`src/rtl/vblank_update_arbiter.sv`:
```
// vblank_update_arbiter
//
// Shares the vertical-blanking window between up to N game-logic requesters
// (car position, track scroll, score update, ...). A requester may touch
// frame-visible state only while it holds its bit of the one-hot grant.
// Grants are issued round-robin, at most once per requester per blanking
// interval, and each grant is bounded by MAX_GRANT_CYCLES.
//
// Ports:
//   pclk        in   pixel clock, the only clock
//   rst         in   synchronous active-low reset
//   vblnk       in   vertical blank from the timing generator (pclk domain)
//   req[N]      in   level request per requester, held until served
//   done[N]     in   completion; only honoured for the granted index
//   gnt[N]      out  one-hot grant, zero outside blanking
//   frame_tick  out  one-cycle pulse at the start of each blanking interval
//   overrun     out  one-cycle pulse when a grant is revoked (timeout/blank end)
//   busy        out  high while a grant is active
//
// Optional build macro VBLANK_ARB_STATS_EN adds:
//   overrun_cnt[8]   saturating count of overrun pulses
//   max_grant[TW]    largest timer value seen at any grant end
module vblank_update_arbiter #(
  parameter int N                = 4,
  parameter int MAX_GRANT_CYCLES = 4096,
  parameter int TW               = 16
) (
  input  logic          pclk,
  input  logic          rst,
  input  logic          vblnk,
  input  logic [N-1:0]  req,
  input  logic [N-1:0]  done,
  output logic [N-1:0]  gnt,
  output logic          frame_tick,
  output logic          overrun,
  output logic          busy
`ifdef VBLANK_ARB_STATS_EN
  ,
  output logic [7:0]    overrun_cnt,
  output logic [TW-1:0] max_grant
`endif
);

  localparam int            RW         = (N > 1) ? $clog2(N) : 1;
  localparam logic [TW-1:0] TIMER_LAST = TW'(MAX_GRANT_CYCLES - 1);
  localparam logic [RW-1:0] IDX_LAST   = RW'(N - 1);
  localparam logic [N-1:0]  ONE        = {{(N-1){1'b0}}, 1'b1};

  typedef enum logic [1:0] {IDLE, ARB, GRANT, DRAIN} state_t;

  state_t        state_reg, state_next;
  logic          vblnk_q_reg;
  logic [N-1:0]  gnt_reg, gnt_next;
  logic [RW-1:0] idx_reg, idx_next;
  logic [N-1:0]  served_reg, served_next;
  logic [RW-1:0] rr_reg, rr_next;
  logic [TW-1:0] timer_reg, timer_next;
  logic          busy_reg, busy_next;
  logic          frame_tick_reg, frame_tick_next;
  logic          overrun_reg, overrun_next;

  logic          vb_rise, vb_fall;
  logic [N-1:0]  pend;
  logic [N-1:0]  done_hit_vec;
  logic          done_hit;
  logic          timer_last;
  logic [RW-1:0] idx_inc;
  logic          sel_found;
  logic [RW-1:0] sel_idx;
  logic [RW-1:0] pos;

  assign vb_rise    = vblnk & ~vblnk_q_reg;
  assign vb_fall    = ~vblnk & vblnk_q_reg;
  assign pend       = req & ~served_reg;
  assign timer_last = (timer_reg == TIMER_LAST);
  assign idx_inc    = (idx_reg == IDX_LAST) ? '0 : idx_reg + RW'(1);

  // A done is only meaningful from the requester currently holding the grant;
  // stray completions from other indices are masked off here.
  for (genvar gi = 0; gi < N; gi++) begin : g_done_hit
    assign done_hit_vec[gi] = done[gi] & gnt_reg[gi];
  end
  assign done_hit = |done_hit_vec;

  // Round-robin pick: first pending index at or above rr, wrapping to 0.
  always_comb begin
    sel_found = 1'b0;
    sel_idx   = '0;
    pos       = '0;
    for (int k = 0; k < N; k++) begin
      pos = RW'((int'(rr_reg) + k) % N);
      if (!sel_found && pend[pos]) begin
        sel_found = 1'b1;
        sel_idx   = pos;
      end
    end
  end

  always_comb begin
    state_next      = state_reg;
    gnt_next        = gnt_reg;
    idx_next        = idx_reg;
    served_next     = served_reg;
    rr_next         = rr_reg;
    timer_next      = timer_reg;
    busy_next       = busy_reg;
    frame_tick_next = 1'b0;
    overrun_next    = 1'b0;
    case (state_reg)
      IDLE: begin
        if (vb_rise) begin
          state_next      = ARB;
          frame_tick_next = 1'b1;
          served_next     = '0;
        end
      end
      ARB: begin
        if (!vblnk) begin
          state_next = IDLE;
        end else if (sel_found) begin
          gnt_next   = ONE << sel_idx;
          idx_next   = sel_idx;
          timer_next = '0;
          busy_next  = 1'b1;
          state_next = GRANT;
        end else begin
          state_next = DRAIN;
        end
      end
      GRANT: begin
        timer_next = timer_reg + TW'(1);
        if (done_hit || vb_fall || timer_last) begin
          gnt_next  = '0;
          busy_next = 1'b0;
          // A blank-end revoke leaves the requester unserved and rr untouched
          // so it is first in line next frame; a done always counts as served,
          // even when it coincides with the end of blanking.
          if (done_hit || !vb_fall) begin
            served_next[idx_reg] = 1'b1;
            rr_next              = idx_inc;
          end
          overrun_next = !done_hit;
          state_next   = vb_fall ? IDLE : ARB;
        end
      end
      DRAIN: begin
        if (!vblnk) begin
          state_next = IDLE;
        end else if (|pend) begin
          state_next = ARB;
        end
      end
      default: state_next = IDLE;
    endcase
  end

  always_ff @(posedge pclk) begin
    if (!rst) begin
      state_reg      <= IDLE;
      vblnk_q_reg    <= 1'b0;
      gnt_reg        <= '0;
      idx_reg        <= '0;
      served_reg     <= '0;
      rr_reg         <= '0;
      timer_reg      <= '0;
      busy_reg       <= 1'b0;
      frame_tick_reg <= 1'b0;
      overrun_reg    <= 1'b0;
    end else begin
      state_reg      <= state_next;
      vblnk_q_reg    <= vblnk;
      gnt_reg        <= gnt_next;
      idx_reg        <= idx_next;
      served_reg     <= served_next;
      rr_reg         <= rr_next;
      timer_reg      <= timer_next;
      busy_reg       <= busy_next;
      frame_tick_reg <= frame_tick_next;
      overrun_reg    <= overrun_next;
    end
  end

  assign gnt        = gnt_reg;
  assign frame_tick = frame_tick_reg;
  assign overrun    = overrun_reg;
  assign busy       = busy_reg;

`ifdef VBLANK_ARB_STATS_EN
  logic [7:0]    overrun_cnt_reg;
  logic [TW-1:0] max_grant_reg;
  logic          grant_end;

  assign grant_end = (state_reg == GRANT) && (gnt_next == '0);

  always_ff @(posedge pclk) begin
    if (!rst) begin
      overrun_cnt_reg <= '0;
      max_grant_reg   <= '0;
    end else begin
      if (overrun_next && (overrun_cnt_reg != 8'hFF)) begin
        overrun_cnt_reg <= overrun_cnt_reg + 8'd1;
      end
      if (grant_end && (timer_reg > max_grant_reg)) begin
        max_grant_reg <= timer_reg;
      end
    end
  end

  assign overrun_cnt = overrun_cnt_reg;
  assign max_grant   = max_grant_reg;
`endif

endmodule

```
`config.mk`:
```
export PLATFORM = sky130hd
export DESIGN_NAME = vblank_update_arbiter
export DESIGN_NICKNAME = d
export VERILOG_FILES = /design/src/rtl/vblank_update_arbiter.sv
export SDC_FILE = /design/constraint.sdc
export NUM_CORES = 1
export LEC_CHECK = 0
export ABC_AREA = 1
export BUFFER_PORTS_ARGS = -buffer_cell sky130_fd_sc_hd__buf_2
export CORE_MARGIN = 2
export CORE_UTILIZATION = 45
export DETAILED_ROUTE_END_ITERATION = 7
export GPL_ROUTABILITY_DRIVEN = 0
export GPL_TIMING_DRIVEN = 0
export HOLD_SLACK_MARGIN = 0.02
export PLACE_DENSITY = 0.62
export SETUP_SLACK_MARGIN = 0.02
export SYNTH_ARGS = -nofsm -noshare
export SYNTH_HDL_FRONTEND = slang
export SYNTH_SLANG_ARGS = --single-unit
```
`constraint.sdc`:
```
create_clock -name pclk -period 1.5 [get_ports pclk]
set_input_delay 0.225 -clock pclk [delete_from_list [all_inputs] [get_ports pclk]]
set_output_delay 0.225 -clock pclk [all_outputs]
set_load 0.05 [all_outputs]
```
==> results of run 1 <==
-- cell type report --
type                       instances  area, µm²  area share (%)
timing repair buffer              39      262.8           9.864
clock buffer                       6      82.58           3.100
multi-input combinational        192       1309           49.13
buffer                             3      30.03           1.127
clock inverter                     2      60.06           2.255
sequential                        34      708.2           26.59
inverter                          34      148.9           5.589
tap                               50      62.56           2.349
-- cell families after synthesis --
logic type      synth area share, %
simple gates                  38.06
compound gates                14.11
buf+inv                       8.316
flops                         36.19
fa+ha+maj                     3.327
-- path summary, 6_finish.rpt --
path                                                 from                        end  cells after the start
worst max-delay path            timer_reg[0]$_SDFFE_PN0P_  state_reg[1]$_SDFFE_PN0P_                     10
worst min-delay path                                vblnk     vblnk_q_reg$_SDFF_PN0_                      3
worst max register to register  timer_reg[0]$_SDFFE_PN0P_  state_reg[1]$_SDFFE_PN0P_                     10
worst min register to register          busy$_SDFFE_PN0P_          busy$_SDFFE_PN0P_                      2
-- routing by layer --
layer	GRT usage [%]	routed length (µm)	vias to the layer above
met3	4.870	100	3
met4	6.000	36	0
met2	34.62	2453	15
met5	0	0	-
met1	22.28	2054	874
li1	-	-	990
-- power by group --
part	switching (mW)	internal, mW
logic	0.429	0.248
clock network	0.347	0.709
registers	0.0459	0.954
total	0.821	1.91
-- critical path, stage by stage (launching register included) --
cell,delay [ns]
dfxtp_4,0.37
ha_4,0.14
nand2_4,0.06
nor3_4,0.14
nand2_2,0.09
nor2_4,0.12
nand2_4,0.07
nand3_4,0.14
nand4_1,0.09
nand3_1,0.10
inv_1,0.05
-- through the flow --
| stage | power (mW) | setup WS, ns | instance area [µm²] | cells |
|---|---|---|---|---|
| final | 2.731 | 0.02365 | 2664 | 360 |
| after global routing | 2.851 | -0.09840 | 2664 | 360 |
| after CTS | 2.605 | -0.03643 | 2287 | 342 |
| after detailed placement | 1.508 | -0.1870 | 2037 | 330 |
| after global placement | 1.505 | -0.1786 | 2037 | 330 |
| after floorplan | 1.390 | 0.01691 | 1889 | 263 |
-- layout by cell type, fill, tap and decap left out, types with 6 or more instances in the layout --
master,count
nand3_2,12
nor3_1,8
dfxtp_1,20
buf_4,21
nand2_1,36
nand2_2,13
clkbuf_8,6
o21ai_1,8
nor2_1,10
buf_2,17
nand4_1,14
dfxtp_2,10
inv_1,24
a21oi_1,23
o21ai_0,7
nand3_1,12
inv_2,7
a21oi_2,8
nand2_4,10
-- repair_timing --
action                     in CTS  in global routing
setup endpoints to repair      26                 30
buffers inserted                4                 18
pin swaps                       5                 23
gates resized for setup        19                 67
==> flow_summary.toml, run 1 <==
[logic_synthesis]
synth_ff_type = "dfxtp_1"
synth_edf_count = 0
synth_cell_types = 31
synth_top_area_share_pct = 36.19
synth.net_count = 279
post_synth.cell_area_avg_um2 = 7.150
synth_seq_cells = 34
synth_area_um2 = 1881
synth.area.top_cells = "dfxtp_1 (36%), nand2_1 (11%), a21oi_1 (8.0%)"
yosys_warnings = 0
syn_inst = 263
synth.most_common_cell = "nand2_1"
yosys.area.top_type = "dfxtp_1"
synth_common_cells = "nand2_1 (53), dfxtp_1 (34), a21oi_1 (30), inv_1 (29), nand3_1 (27)"
synthArstFlopShare_pct = 0
yosysSeqAreaShare_pct = 36.19

[floorplan]
fp.coreArea_um2 = 4000
die_area_um2 = 4712
ios = 18
start_util_pct = 47.01
die_h_um = 68.65
die_x_um = 68.65
rows = 23

[routing]
viasPerCell = 5.228
drt-pass1-iter-count = 4
drt_iter0_markers = 79
dr_total_vias = 1882
wl_per_cell_um = 12.90
wirelength_um = 4644
drc = 0
drtAntennaViolNets = 0

[grt]
grt-ovfl-total = 0
grt_pass1_wl_um = 6713
grt_util_all_layers_pct = 19.28
grt_max_degree = 12
grt_pass1_vias = 1577
antenna_found_initial = 0

[sta]
slew_headroom_pct = 64.42
setup_violations = 0
tightest_slew_ns = 0.5301
post-route-period-util_pct = 98.42
post-route-min-period_ns = 1.476
maxSlewViolCount = 0
grt_setup_unrepaired = "true"
finClkSkew_ns = 0.003527
hold_viol = 0
fmax_mhz = 677.3
hold_slack_ns = 0.1784
finalSetupTns_ns = 0

[critical_path]
arrival_ns = 1.66
critPathRequiredTime_ns = 1.68
critPathLaunchType = "register"
cp_max_fo = 8
crit_type = "register to register"
regToRegSetupSlack_ns = 0.02
end_kind = "register"

[cells_and_area]
fin_nets = 325
drive_above_1_share_pct = 43.55
largest_reg_flops = 16
synthToLayoutAreaGrowth_pct = 41.65
antennaDiodeCount = 0
fill_cells = 348
utilization_pct = 66.59

[clocking]
cts_tree = "built"
htree_levels = 2
holdBufCountCts = 0
clock-root-buffer = "clkbuf_8"
clk_latency_ns = 0.29
clkSlewWorstSetupHoldPaths_ns = 0.07
clk_path_buf_depth = 2
cts_sinks = 34
cts_made_buffers = 5

[place]
io_buffers = 17
dp_hpwl_um = 3068

[status]
status = "completed"

[power_and_ir_drop]
leakage_nw = 1.140
ir_drop_v = 0.0005985
p_per_area_nw_per_um2 = 1025

[run]
drv_cap = 0

[worst_hold_path]
timing.hold.worst.class = "primary input to register"
Power figures use the tool's default switching activity.
==> run 2: changes to the inputs <==
CORE_UTILIZATION = 50   (was 45)
PLACE_DENSITY = 0.68   (was 0.62)
==> flow_summary.toml, run 2 (synthesized netlist as in run 1, its figures left out) <==
[power_and_ir_drop]
p_sw_share_pct = 29.90
p_clk_share_pct = 39.2
leakage_nw = 1.089
p_int_mw = 1.889
power_frac_comb_pct = 23.9
p_sw_uw = 805.6
ir_drop_v = 0.0006939
seq_power_share_pct = 36.9
p_per_area_nw_per_um2 = 1076
p_total_mw = 2.694

[routing]
wl_met1_um = 1974
drt_iter0_markers = 115
dr_wl_met3_um = 160
viasPerCell = 5.447
route.met2.wl_um = 2299
wl_per_cell_um = 13.05
top_layer = "met4"
drc = 0
wirelength_um = 4528
dr_total_vias = 1890
drt-pass1-iter-count = 4
drtAntennaViolNets = 0

[clocking]
cts_sinks = 34
clkSlewWorstSetupHoldPaths_ns = 0.07
holdBufCountCts = 0
clk_latency_ns = 0.30
htree_levels = 2
clock-root-buffer = "clkbuf_8"
clk_path_buf_depth = 2
cts_made_buffers = 5
cts_tree = "built"

[sta]
post-route-period-util_pct = 98.44
fmax_mhz = 677.2
setup_violations = 0
grt_setup_unrepaired = "true"
finClkSkew_ns = 0.009228
hold_viol = 0
tightest_slew_ns = 0.4869
post-route-min-period_ns = 1.477
slew_headroom_pct = 67.24
setup_slack_ns = 0.02335
maxSlewViolCount = 0

[critical_path]
crit_type = "register to register"
critPathLaunchType = "register"
worst_r2r_path_depth = 6
cp_max_fo = 6
arrival_ns = 1.70
critPathRequiredTime_ns = 1.72
end_kind = "register"

[worst_hold_path]
timing.hold.worst.class = "primary input to register"
hold_depth = 3

[cells_and_area]
fin_area_um2 = 2505
largest_reg_flops = 16
layout_commonest_cell = "nand2_1"
mostFrequentLayoutCells = "nand2_1 (42), a21oi_1 (27), inv_1 (22)"
antennaDiodeCount = 0
drive_above_1_share_pct = 39.46
fin_nets = 314
synthToLayoutAreaGrowth_pct = 33.20
final_cells = 347

[grt]
grt_util_all_layers_pct = 21.68
grt_pass1_vias = 1631
grt_max_degree = 12
grt-ovfl-total = 0
antenna_found_initial = 0
grt_pass1_wl_um = 7169

[place]
pre_cts_ws_ns = -0.1802
place_area_um2 = 2034
dp_hpwl_um = 2982
placed_cells = 328
io_buffers = 17

[floorplan]
die_x_um = 65.33
fp.coreArea_um2 = 3633
start_util_pct = 51.76
die_area_um2 = 4267
die_h_um = 65.33
ios = 18
rows = 22

[status]
status = "completed"

[run]
drv_cap = 0
-- run 2: changes by cell type in the layout (fill, tap and decap cells not counted), sizes merged --
cell	delta
buf	-12
inv	+3
clkinvlp	-1
clkbuf	+1
clkinv	-2
-- run 2: final timing paths --
path,start,endpoint,slack (ns)
max,timer_reg[1]$_SDFFE_PN0P_,timer_reg[13]$_SDFFE_PN0P_,0.02
min,vblnk,vblnk_q_reg$_SDFF_PN0_,0.18
max reg2reg,timer_reg[1]$_SDFFE_PN0P_,timer_reg[13]$_SDFFE_PN0P_,0.02
min reg2reg,gnt[0]$_SDFFE_PN0P_,gnt[0]$_SDFFE_PN0P_,0.47
-- run 2: critical path: stages, from the launching register on --
cell and delay, ns:
dfxtp_2 0.36, buf_4 0.14, nand3_2 0.10, nor3_4 0.27, nand4_4 0.20, o21ai_2 0.18
nor3b_2 0.15
-- run 2: final cells by class --
| class | count | area, µm² |
|---|---|---|
| fillers | 314 | 1129 |
| clock buffers | 6 | 82.58 |
| inverters | 34 | 135.1 |
| well taps | 48 | 60.06 |
| flip-flops and latches | 34 | 699.4 |
| plain buffers | 3 | 30.03 |
| clock inverters | 2 | 60.06 |
| multi-input cells | 192 | 1252 |
| repair buffers | 28 | 185.2 |
-- run 2: repair_timing --
| item | 4_1_cts | 5_1_grt |
|---|---|---|
| setup endpoints to repair | 25 | 30 |
| pin swaps | 4 | 19 |
| gates cloned | 0 | 1 |
| gates resized for setup | 22 | 47 |
| setup buffers | 5 | 5 |
-- run 2: through the flow --
step                hold WS [ns]  utilization [%]  setup TNS [ns]
floorplan                 0.3185                -               0
global route              0.1909            68.94          -1.119
detailed placement        0.4578            55.99          -2.714
finish                    0.1844            68.94               0
CTS                       0.1779            63.19         -0.1798
global placement          0.4503            55.99          -2.364
-- run 2: layer usage --
metal	vias up	global-route usage, %
met2	26	37.63
met5	-	0
li1	970	-
met1	883	25.05
met4	0	9.896
met3	11	5.308
-- run 2: power by group through the flow --
stage	logic [mW]	clock network (mW)	registers [mW]
2_1_floorplan	0.347	0	1.04
5_1_grt	0.715	1.10	0.998
3_3_place_gp	0.495	0	1.01
4_1_cts	0.543	1.08	0.991
6_report	0.645	1.06	0.993
3_5_place_dp	0.501	0	1.01
